File: src/rtl/pipe_pkg.sv
// Shared constants for the pipeline-register slice: state encoding and word widths.
package pipe_pkg;

  localparam int WORD_WIDTH = 64;
  localparam logic [WORD_WIDTH-1:0] ZERO_WORD = '0;

  // Stage occupancy states; the encoding doubles as the entry count.
  localparam logic [1:0] ST_EMPTY = 2'd0;
  localparam logic [1:0] ST_ONE   = 2'd1;
  localparam logic [1:0] ST_TWO   = 2'd2;

endpackage

File: src/rtl/pipe_entry.sv
// One held pipeline entry: valid bit, control bundle and payload.
// Priority is rst > clr_i > load_i. Clear always zeroes valid and control;
// the payload is zeroed on clear only when CLR_DATA is set, but always on reset.
module pipe_entry import pipe_pkg::*; #(
  parameter int DATA_W   = WORD_WIDTH,
  parameter int CTRL_W   = 16,
  parameter int CLR_DATA = 0
) (
  input  logic              clk,
  input  logic              rst,
  input  logic              clr_i,
  input  logic              load_i,
  input  logic [CTRL_W-1:0] ctrl_i,
  input  logic [DATA_W-1:0] data_i,
  output logic              valid_o,
  output logic [CTRL_W-1:0] ctrl_o,
  output logic [DATA_W-1:0] data_o
);

  logic              valid_q;
  logic [CTRL_W-1:0] ctrl_q;
  logic [DATA_W-1:0] data_q;

  // Entry register: reset, clear to a bubble, or capture a new entry.
  always_ff @(posedge clk) begin
    if (rst) begin
      valid_q <= 1'b0;
      ctrl_q  <= '0;
      data_q  <= '0;
    end else if (clr_i) begin
      valid_q <= 1'b0;
      ctrl_q  <= '0;
      if (CLR_DATA != 0) data_q <= '0;
    end else if (load_i) begin
      valid_q <= 1'b1;
      ctrl_q  <= ctrl_i;
      data_q  <= data_i;
    end
  end

  assign valid_o = valid_q;
  assign ctrl_o  = ctrl_q;
  assign data_o  = data_q;

endmodule

File: src/rtl/pipe_stage_reg.sv
// Elastic pipeline register between core stages.
// Handshake: an entry moves upstream->stage when in_valid & in_ready (acc) and
// stage->downstream when out_valid & out_ready (rel); in_valid never waits on in_ready.
// With SKID=1 a second entry absorbs the cycle of latency on in_ready, which is a flop.
module pipe_stage_reg import pipe_pkg::*; #(
  parameter int DATA_W   = WORD_WIDTH,
  parameter int CTRL_W   = 16,
  parameter int SKID     = 1,
  parameter int CLR_DATA = 0
) (
  input  logic              clk,
  input  logic              rst,
  input  logic              flush,
  input  logic              in_valid,
  output logic              in_ready,
  input  logic [CTRL_W-1:0] in_ctrl,
  input  logic [DATA_W-1:0] in_data,
  output logic              out_valid,
  input  logic              out_ready,
  output logic [CTRL_W-1:0] out_ctrl,
  output logic [DATA_W-1:0] out_data,
  output logic [1:0]        level
);

  logic [1:0]        state_q, state_d;
  logic              in_ready_q;
  logic              acc, rel;
  logic              main_load, main_clr, main_sel_skid;
  logic              skid_load, skid_clr;
  logic              main_valid, skid_valid;
  logic [CTRL_W-1:0] main_ctrl, skid_ctrl, main_ctrl_d;
  logic [DATA_W-1:0] main_data, skid_data, main_data_d;

  assign acc = in_valid & in_ready;
  assign rel = out_valid & out_ready;

  // Next-state and entry-control decode; flush overrides any transfer this cycle.
  always_comb begin
    state_d       = state_q;
    main_load     = 1'b0;
    main_clr      = 1'b0;
    main_sel_skid = 1'b0;
    skid_load     = 1'b0;
    skid_clr      = 1'b0;
    if (flush) begin
      state_d  = ST_EMPTY;
      main_clr = 1'b1;
      skid_clr = 1'b1;
    end else begin
      case (state_q)
        ST_EMPTY: begin
          if (acc) begin
            state_d   = ST_ONE;
            main_load = 1'b1;
          end
        end
        ST_ONE: begin
          if (acc && !rel) begin
            // Only reachable with a skid entry; without one, acc implies rel here.
            if (SKID != 0) begin
              state_d   = ST_TWO;
              skid_load = 1'b1;
            end
          end else if (acc && rel) begin
            main_load = 1'b1;
          end else if (rel) begin
            state_d  = ST_EMPTY;
            main_clr = 1'b1;
          end
        end
        ST_TWO: begin
          if (rel) begin
            state_d       = ST_ONE;
            main_load     = 1'b1;
            main_sel_skid = 1'b1;
            skid_clr      = 1'b1;
          end
        end
        default: begin
          state_d  = ST_EMPTY;
          main_clr = 1'b1;
          skid_clr = 1'b1;
        end
      endcase
    end
  end

  // State register and registered in_ready (high whenever the next state leaves room).
  always_ff @(posedge clk) begin
    if (rst) begin
      state_q    <= ST_EMPTY;
      in_ready_q <= 1'b1;
    end else begin
      state_q    <= state_d;
      in_ready_q <= (state_d != ST_TWO);
    end
  end

  // The main entry refills from the skid when draining TWO, otherwise from upstream.
  assign main_ctrl_d = main_sel_skid ? skid_ctrl : in_ctrl;
  assign main_data_d = main_sel_skid ? skid_data : in_data;

  pipe_entry #(.DATA_W(DATA_W), .CTRL_W(CTRL_W), .CLR_DATA(CLR_DATA)) u_main (
    .clk     (clk),
    .rst     (rst),
    .clr_i   (main_clr),
    .load_i  (main_load),
    .ctrl_i  (main_ctrl_d),
    .data_i  (main_data_d),
    .valid_o (main_valid),
    .ctrl_o  (main_ctrl),
    .data_o  (main_data)
  );

  generate
    if (SKID != 0) begin : g_skid
      pipe_entry #(.DATA_W(DATA_W), .CTRL_W(CTRL_W), .CLR_DATA(CLR_DATA)) u_skid (
        .clk     (clk),
        .rst     (rst),
        .clr_i   (skid_clr),
        .load_i  (skid_load),
        .ctrl_i  (in_ctrl),
        .data_i  (in_data),
        .valid_o (skid_valid),
        .ctrl_o  (skid_ctrl),
        .data_o  (skid_data)
      );
      // Reset forces in_ready low in its own cycle; the flop is already 1 for the next.
      assign in_ready = ~rst & in_ready_q;
    end else begin : g_noskid
      assign skid_valid = 1'b0;
      assign skid_ctrl  = '0;
      assign skid_data  = '0;
      assign in_ready   = ~rst & (~main_valid | out_ready);
    end
  endgenerate

  // Control is masked on a bubble so downstream never sees stale enables.
  assign out_valid = main_valid;
  assign out_ctrl  = main_ctrl & {CTRL_W{main_valid}};
  assign out_data  = main_data;
  assign level     = state_q;

endmodule
File: config.mk
export PLATFORM = sky130hd
export DESIGN_NAME = pipe_stage_reg
export DESIGN_NICKNAME = d
export VERILOG_FILES = /design/src/rtl/pipe_pkg.sv /design/src/rtl/pipe_entry.sv /design/src/rtl/pipe_stage_reg.sv
export SDC_FILE = /design/constraint.sdc
export NUM_CORES = 1
export LEC_CHECK = 0
export BUFFER_PORTS_ARGS = -buffer_cell sky130_fd_sc_hd__buf_2
export CAP_MARGIN = 20
export CORE_MARGIN = 8
export CORE_UTILIZATION = 53
export CTS_CLUSTER_SIZE = 20
export DETAILED_ROUTE_END_ITERATION = 12
export GPL_TIMING_DRIVEN = 0
export PLACE_DENSITY = 0.79
export SLEW_MARGIN = 10
export SYNTH_ARGS = -nofsm -noshare
export SYNTH_HDL_FRONTEND = slang
export SYNTH_HIERARCHICAL = 1
export SYNTH_SLANG_ARGS = --single-unit
File: constraint.sdc
create_clock -name clk -period 2.3 [get_ports clk]
set_input_delay 0.115 -clock clk [delete_from_list [all_inputs] [get_ports clk]]
set_output_delay 0.115 -clock clk [all_outputs]
set_load 0.005 [all_outputs]
# Word-level counts from Yosys, hierarchy flattened
# Index checks and enable logic that the tools add are counted.
[op_classes]
eq_ne = 3
mux = 26
n_bitwise = 7
n_reduce_logical = 10
[op_table]
columns = ["operator", "count"]
rows = [
  ["$mux 64", 1],
  ["$and 16x16->16", 1],
  ["$mux 16", 1],
  ["$mux 1", 14],
  ["$mux 2", 6],
  ["$reduce_or 2->1", 4],
  ["$pmux 2 s3", 1],
  ["$pmux 1 s2", 2],
  ["$reduce_and 2->1", 2],
  ["$and 1x1->1", 3],
  ["$not 1->1", 3],
  ["$pmux 1 s3", 1],
  ["$eq 2x1->1 const B", 1],
  ["$eq 2x2->1 const B", 1],
  ["$logic_and 1x1->1", 2],
  ["$logic_not 2->1", 1],
  ["$ne 2x2->1 const B", 1],
  ["$logic_not 1->1", 1],
]
[totals]
register_bits = 164

# Logic depth before layout (Yosys ltp)
[depth]
depth_word = 10
ltp_mapped = 9

# Cells and area by module
# Netlist, hierarchy kept.
[modules_own_cells]
columns = ["module", "instances", "cells_each", "area_each_um2"]
rows = [
  ["pipe_entry", 2, 348, 3545.9],
  ["pipe_stage_reg", 1, 132, 1740.4],
]

# Worst setup path after synthesis
# Ideal clock, no wire load.
[synth_path]
kind = "reg-to-reg"
from = "register u_main.valid_q (netlist: u_main/valid_o)"
to = "register u_main.ctrl_q[10] (netlist: u_main/ctrl_o[10])"
setup_ns = 0.114
arrival_time_ns = 1.651
path_slack_ns = 0.534
stages_incl_launch_ff = 9
n_path_buf = 3
synth_period_minus_slack_ns = 1.766
path_cell_list = "dfxtp_1 > and2_4 > buf_6 > and3b_4 > buf_12 > buf_12 > mux2_4 > mux2i_1 > nor2_1"
[synth_lines]
columns = ["item", "line_no", "rtl"]
rows = [
  ["start, declared", "pipe_entry.sv:20", "logic valid_q;"],
  ["start signal, assigned", "pipe_entry.sv:27", "valid_q <= 1'b0;"],
  ["start signal, assigned", "pipe_entry.sv:31", "valid_q <= 1'b0;"],
  ["start signal, assigned", "pipe_entry.sv:35", "valid_q <= 1'b1;"],
  ["$and 1x1->1", "pipe_stage_reg.sv:35", "assign rel = out_valid & out_ready;"],
  ["$mux 1", "pipe_stage_reg.sv:72", "if (rel) begin"],
  ["$mux 1", "pipe_stage_reg.sv:50", "case (state_q)"],
  ["$mux 1", "pipe_stage_reg.sv:45", "if (flush) begin"],
  ["$mux 16", "pipe_stage_reg.sv:100", "assign main_ctrl_d = main_sel_skid ? skid_ctrl : in_ctrl;"],
  ["named net main_ctrl_d[10]", "pipe_stage_reg.sv:31", "logic [CTRL_W-1:0] main_ctrl, skid_ctrl, main_ctrl_d;"],
  ["end signal, assigned", "pipe_entry.sv:36", "ctrl_q <= ctrl_i;"],
  ["end, declared", "pipe_entry.sv:21", "logic [CTRL_W-1:0] ctrl_q;"],
]
# The timed path passes the listed nets, and every way through them passes these cells.
# A chain may end at the register's enable or synchronous reset.

# Worst setup path in the final report
[layout_path]
from = "register u_main.valid_q (netlist: u_main/valid_o)"
to = "register u_main.ctrl_q[3] (netlist: u_main/ctrl_o[3])"
[layout_lines]
columns = ["item", "line_no", "rtl"]
rows = [
  ["$and 1x1->1 *", "pipe_stage_reg.sv:35", ""],
  ["$logic_and 1x1->1 or $logic_not 1->1 (tied branches)", "pipe_stage_reg.sv:64, pipe_stage_reg.sv:58", ""],
  ["$mux 1 or $logic_and 1x1->1 (tied branches)", "pipe_stage_reg.sv:64, pipe_stage_reg.sv:58", ""],
  ["$mux 1", "pipe_stage_reg.sv:58", "if (acc && !rel) begin"],
  ["$pmux 1 s3 *", "pipe_stage_reg.sv:50", ""],
  ["$mux 1 *", "pipe_stage_reg.sv:45", ""],
  ["named net main_load", "pipe_stage_reg.sv:28", "logic main_load, main_clr, main_sel_skid;"],
]
# Mark *: on every way through the listed nets, which the timed path passes. The rest lies on a longest branch.

==> results.rst <==
.. list-table::
   :header-rows: 1

   * - Metric
     - Value
   * - Internal reg-to-reg setup slack
     - 180 ps
   * - Final hold violation count
     - 0
   * - Clock sink count
     - 164
   * - NumNets Final
     - 1171
   * - Clock skew
     - 11.40 ps
   * - Area of the die
     - 20990 um^2
   * - Iteration-0 DRC count of the detailed router
     - 553
   * - Vias in the first global route
     - 6947
   * - Largest stage delay on the critical path
     - 550 ps
   * - Finish-stage setup viols
     - 0
   * - Worst-path cell with the longest stage delay
     - dfxtp_1
   * - Final slew viol count
     - 0
   * - CP Data Arrival Time
     - 2440 ps
   * - Worst-case clock buffer depth
     - 2
   * - Static power due to leakage
     - 4.492 nW
   * - Layout overhead on the synthesized area
     - 28.39%
   * - Die H
     - 144.9 um
   * - Tot GR Track Use
     - 0.2181
   * - Initial Util
     - 0.5366
   * - Worst Setup SP
     - u_main/valid_o
   * - Latest clock arrival within the worst-skew pair
     - 420 ps
   * - Number of clock buffers inserted by TritonCTS
     - 17
   * - Library cell used as clock root buffer
     - clkbuf_16
   * - Ratio of final minimum period to clock period
     - 0.9239
   * - Number of non-filler instances in the completed layout
     - 1319
   * - Remaining antenna violation count
     - 0
   * - Aggregate global routing overflow
     - 0
   * - Type of origin of the critical path
     - flip-flop
   * - Kind of end point of the critical path
     - flip-flop
   * - Number of iterations in the first detailed-routing pass
     - 5
   * - RSZ-0062 raised after global routing
     - false
   * - Worst Max-Slew Pin Slew
     - 526.2 ps
   * - Synthesized instance count
     - 825
   * - Crit Path Category
     - reg2reg
   * - Data required time at the worst endpoint
     - 2620 ps
   * - Total design power
     - 6.631 mW
   * - Boundary Pins
     - 169
   * - Drt via density
     - 5.328
   * - Core area
     - 16410 um^2
   * - Power density over the cells
     - 586.6 nW/um^2
   * - Estimated wirelength of the detail-placed design
     - 15560 um
   * - Largest net degree at the start of global routing
     - 17
   * - Post-route DRC violation count
     - 0
   * - Fill count
     - 1242
   * - Worst VDD drop
     - 481.0 uV
   * - Fraction of layout cells with a size suffix above 1
     - 0.3024
   * - Count of standard-cell rows
     - 47
   * - R2r endpoint
     - u_main/ctrl_o[3]
   * - Number of nets produced by synthesis
     - 910
   * - Final estimated routing congestion in global placement
     - 0.8012
   * - Cells along the critical path
     - and2_4, buf_6, a22oi_1, nor2_1, buf_4, buf_6, buf_4, mux2i_1, nor2_1
   * - Min Clock Period, post-route
     - 2125 ps
   * - Port buffer count
     - 167
   * - Depth of the most critical reg-to-reg path
     - 9
   * - Achievable frequency
     - 0.4706 GHz
   * - Die X-Extent
     - 144.9 um
   * - Headroom to the max-slew limit
     - 0.6492
   * - Reg-to-Reg Start
     - u_main/valid_o
   * - Post-synth design cell area
     - 8805 um^2
   * - Global-route wire length before repair
     - 36020 um
   * - Worst-path clk slew
     - 70 ps
   * - Number of placed cells counting well taps
     - 1212
   * - Path category of the worst min-delay check
     - in2reg
   * - Max FO, Critical Path
     - 11
   * - TNS Setup
     - 0 ps
   * - End point of the critical path
     - u_main/ctrl_o[3]
   * - H-Tree Depth
     - 4
   * - Worst hold path startpoint
     - in_data[33]
   * - Final routed wirelength across all metal layers
     - 22890 um
   * - Mean Syn Cell Area
     - 10.67 um^2
   * - Resize count post-CTS
     - 0
   * - Number of antenna violations at the first check in global routing
     - 1
   * - CTS tree
     - yes
   * - Number of maximum-capacitance violations
     - 0
   * - Outcome
     - finished clean
   * - Number of warnings issued by yosys
     - 6
   * - Detailed-route via count
     - 7028
   * - Mean routed wirelength per cell
     - 17.36 um
## sequential cells by signal (all words and copies together) (netlist names)
| signal | count |
|---|---|
| g_skid.u_skid/ctrl_o | 16 |
| u_main/valid_o | 1 |
| u_main/data_o | 64 |
| in_ready_q | 1 |
| u_main/ctrl_o | 16 |
| level | 2 |
| g_skid.u_skid/data_o | 64 |
## layer usage
| layer | routed length, um | vias up | global-route usage |
|---|---|---|---|
| li1 | - | 3469 | - |
| met1 | 10290 | 3339 | 0.2793 |
| met2 | 10990 | 185 | 0.3562 |
| met3 | 1137 | 35 | 0.04134 |
| met4 | 477 | 0 | 0.08269 |
| met5 | 0 | - | 0 |
## power breakdown
group | switching, mW | internal (mW)
registers | 0.0176 | 2.87
logic | 0.284 | 0.415
clock network | 1.18 | 1.86
total | 1.48 | 5.15
## metrics by stage
stage	hold WS [ps]	util	instance area, um^2	setup WS [ps]
CTS	1.029	0.6889	11300	158.9
global placement	309.2	0.6044	9916	209.4
global route	18.40	0.6890	11300	5.643
finish	19.62	0.6890	11300	175.1
floorplan	192.7	-	8805	534.5
detailed placement	309.2	0.6044	9916	155.1
## critical path, delay by kind of cell (launching register included)
family	cells	cell delay, ps
and+or+nand+nor	3	400
buffers and inverters	4	780
DFF	1	550
AOI/OAI and AO/OA	1	80
muxes	1	220
## cell usage in the layout (no fill, tap or decap), drive strengths merged
master / n
a21o: 2
and2b: 3
and3b: 1
nand3b: 1
a21oi: 1
or4: 1
mux2i: 32
dlygate4sd3: 75
o211ai: 1
nand4bb: 128
clkinvlp: 1
inv: 3
nand2b: 129
clkinv: 2
a21bo: 1
diode: 1
clkbuf: 61
and4bb: 1
a22oi: 1
o21ai: 129
nor2b: 1
nor4: 2
mux2: 81
or2: 2
o41ai: 1
dfxtp: 164
and2: 17
bufinv: 3
nor2: 36
buf: 218
## cell type report
type | count | area (um^2) | area share
diodes | 1 | 2.502 | 0.0002214
plain buffers | 90 | 693.2 | 0.06132
clock buffers | 22 | 494.2 | 0.04372
clock inverters | 9 | 141.4 | 0.01251
multi-input cells | 571 | 4828 | 0.4271
flip-flops and latches | 164 | 3283 | 0.2904
well taps | 220 | 275.3 | 0.02435
repair buffers | 242 | 1587 | 0.1403
## what timing repair did
action                                 in CTS  in global routing
buffers inserted                            0                  0
endpoints found under the hold margin      77                  0
hold buffers                               75                  0
## worst min-delay path by stage
stage,to,slack [ps],cells after the start
6_report,g_skid.u_skid/data_o[33],20,3
3_5_place_dp,level[1],310,2
2_1_floorplan,level[1],190,1
4_1_cts,g_skid.u_skid/data_o[37],1,3
5_1_grt,g_skid.u_skid/data_o[33],20,3
3_3_place_gp,level[1],310,2
(Power assumes the default switching activity.)
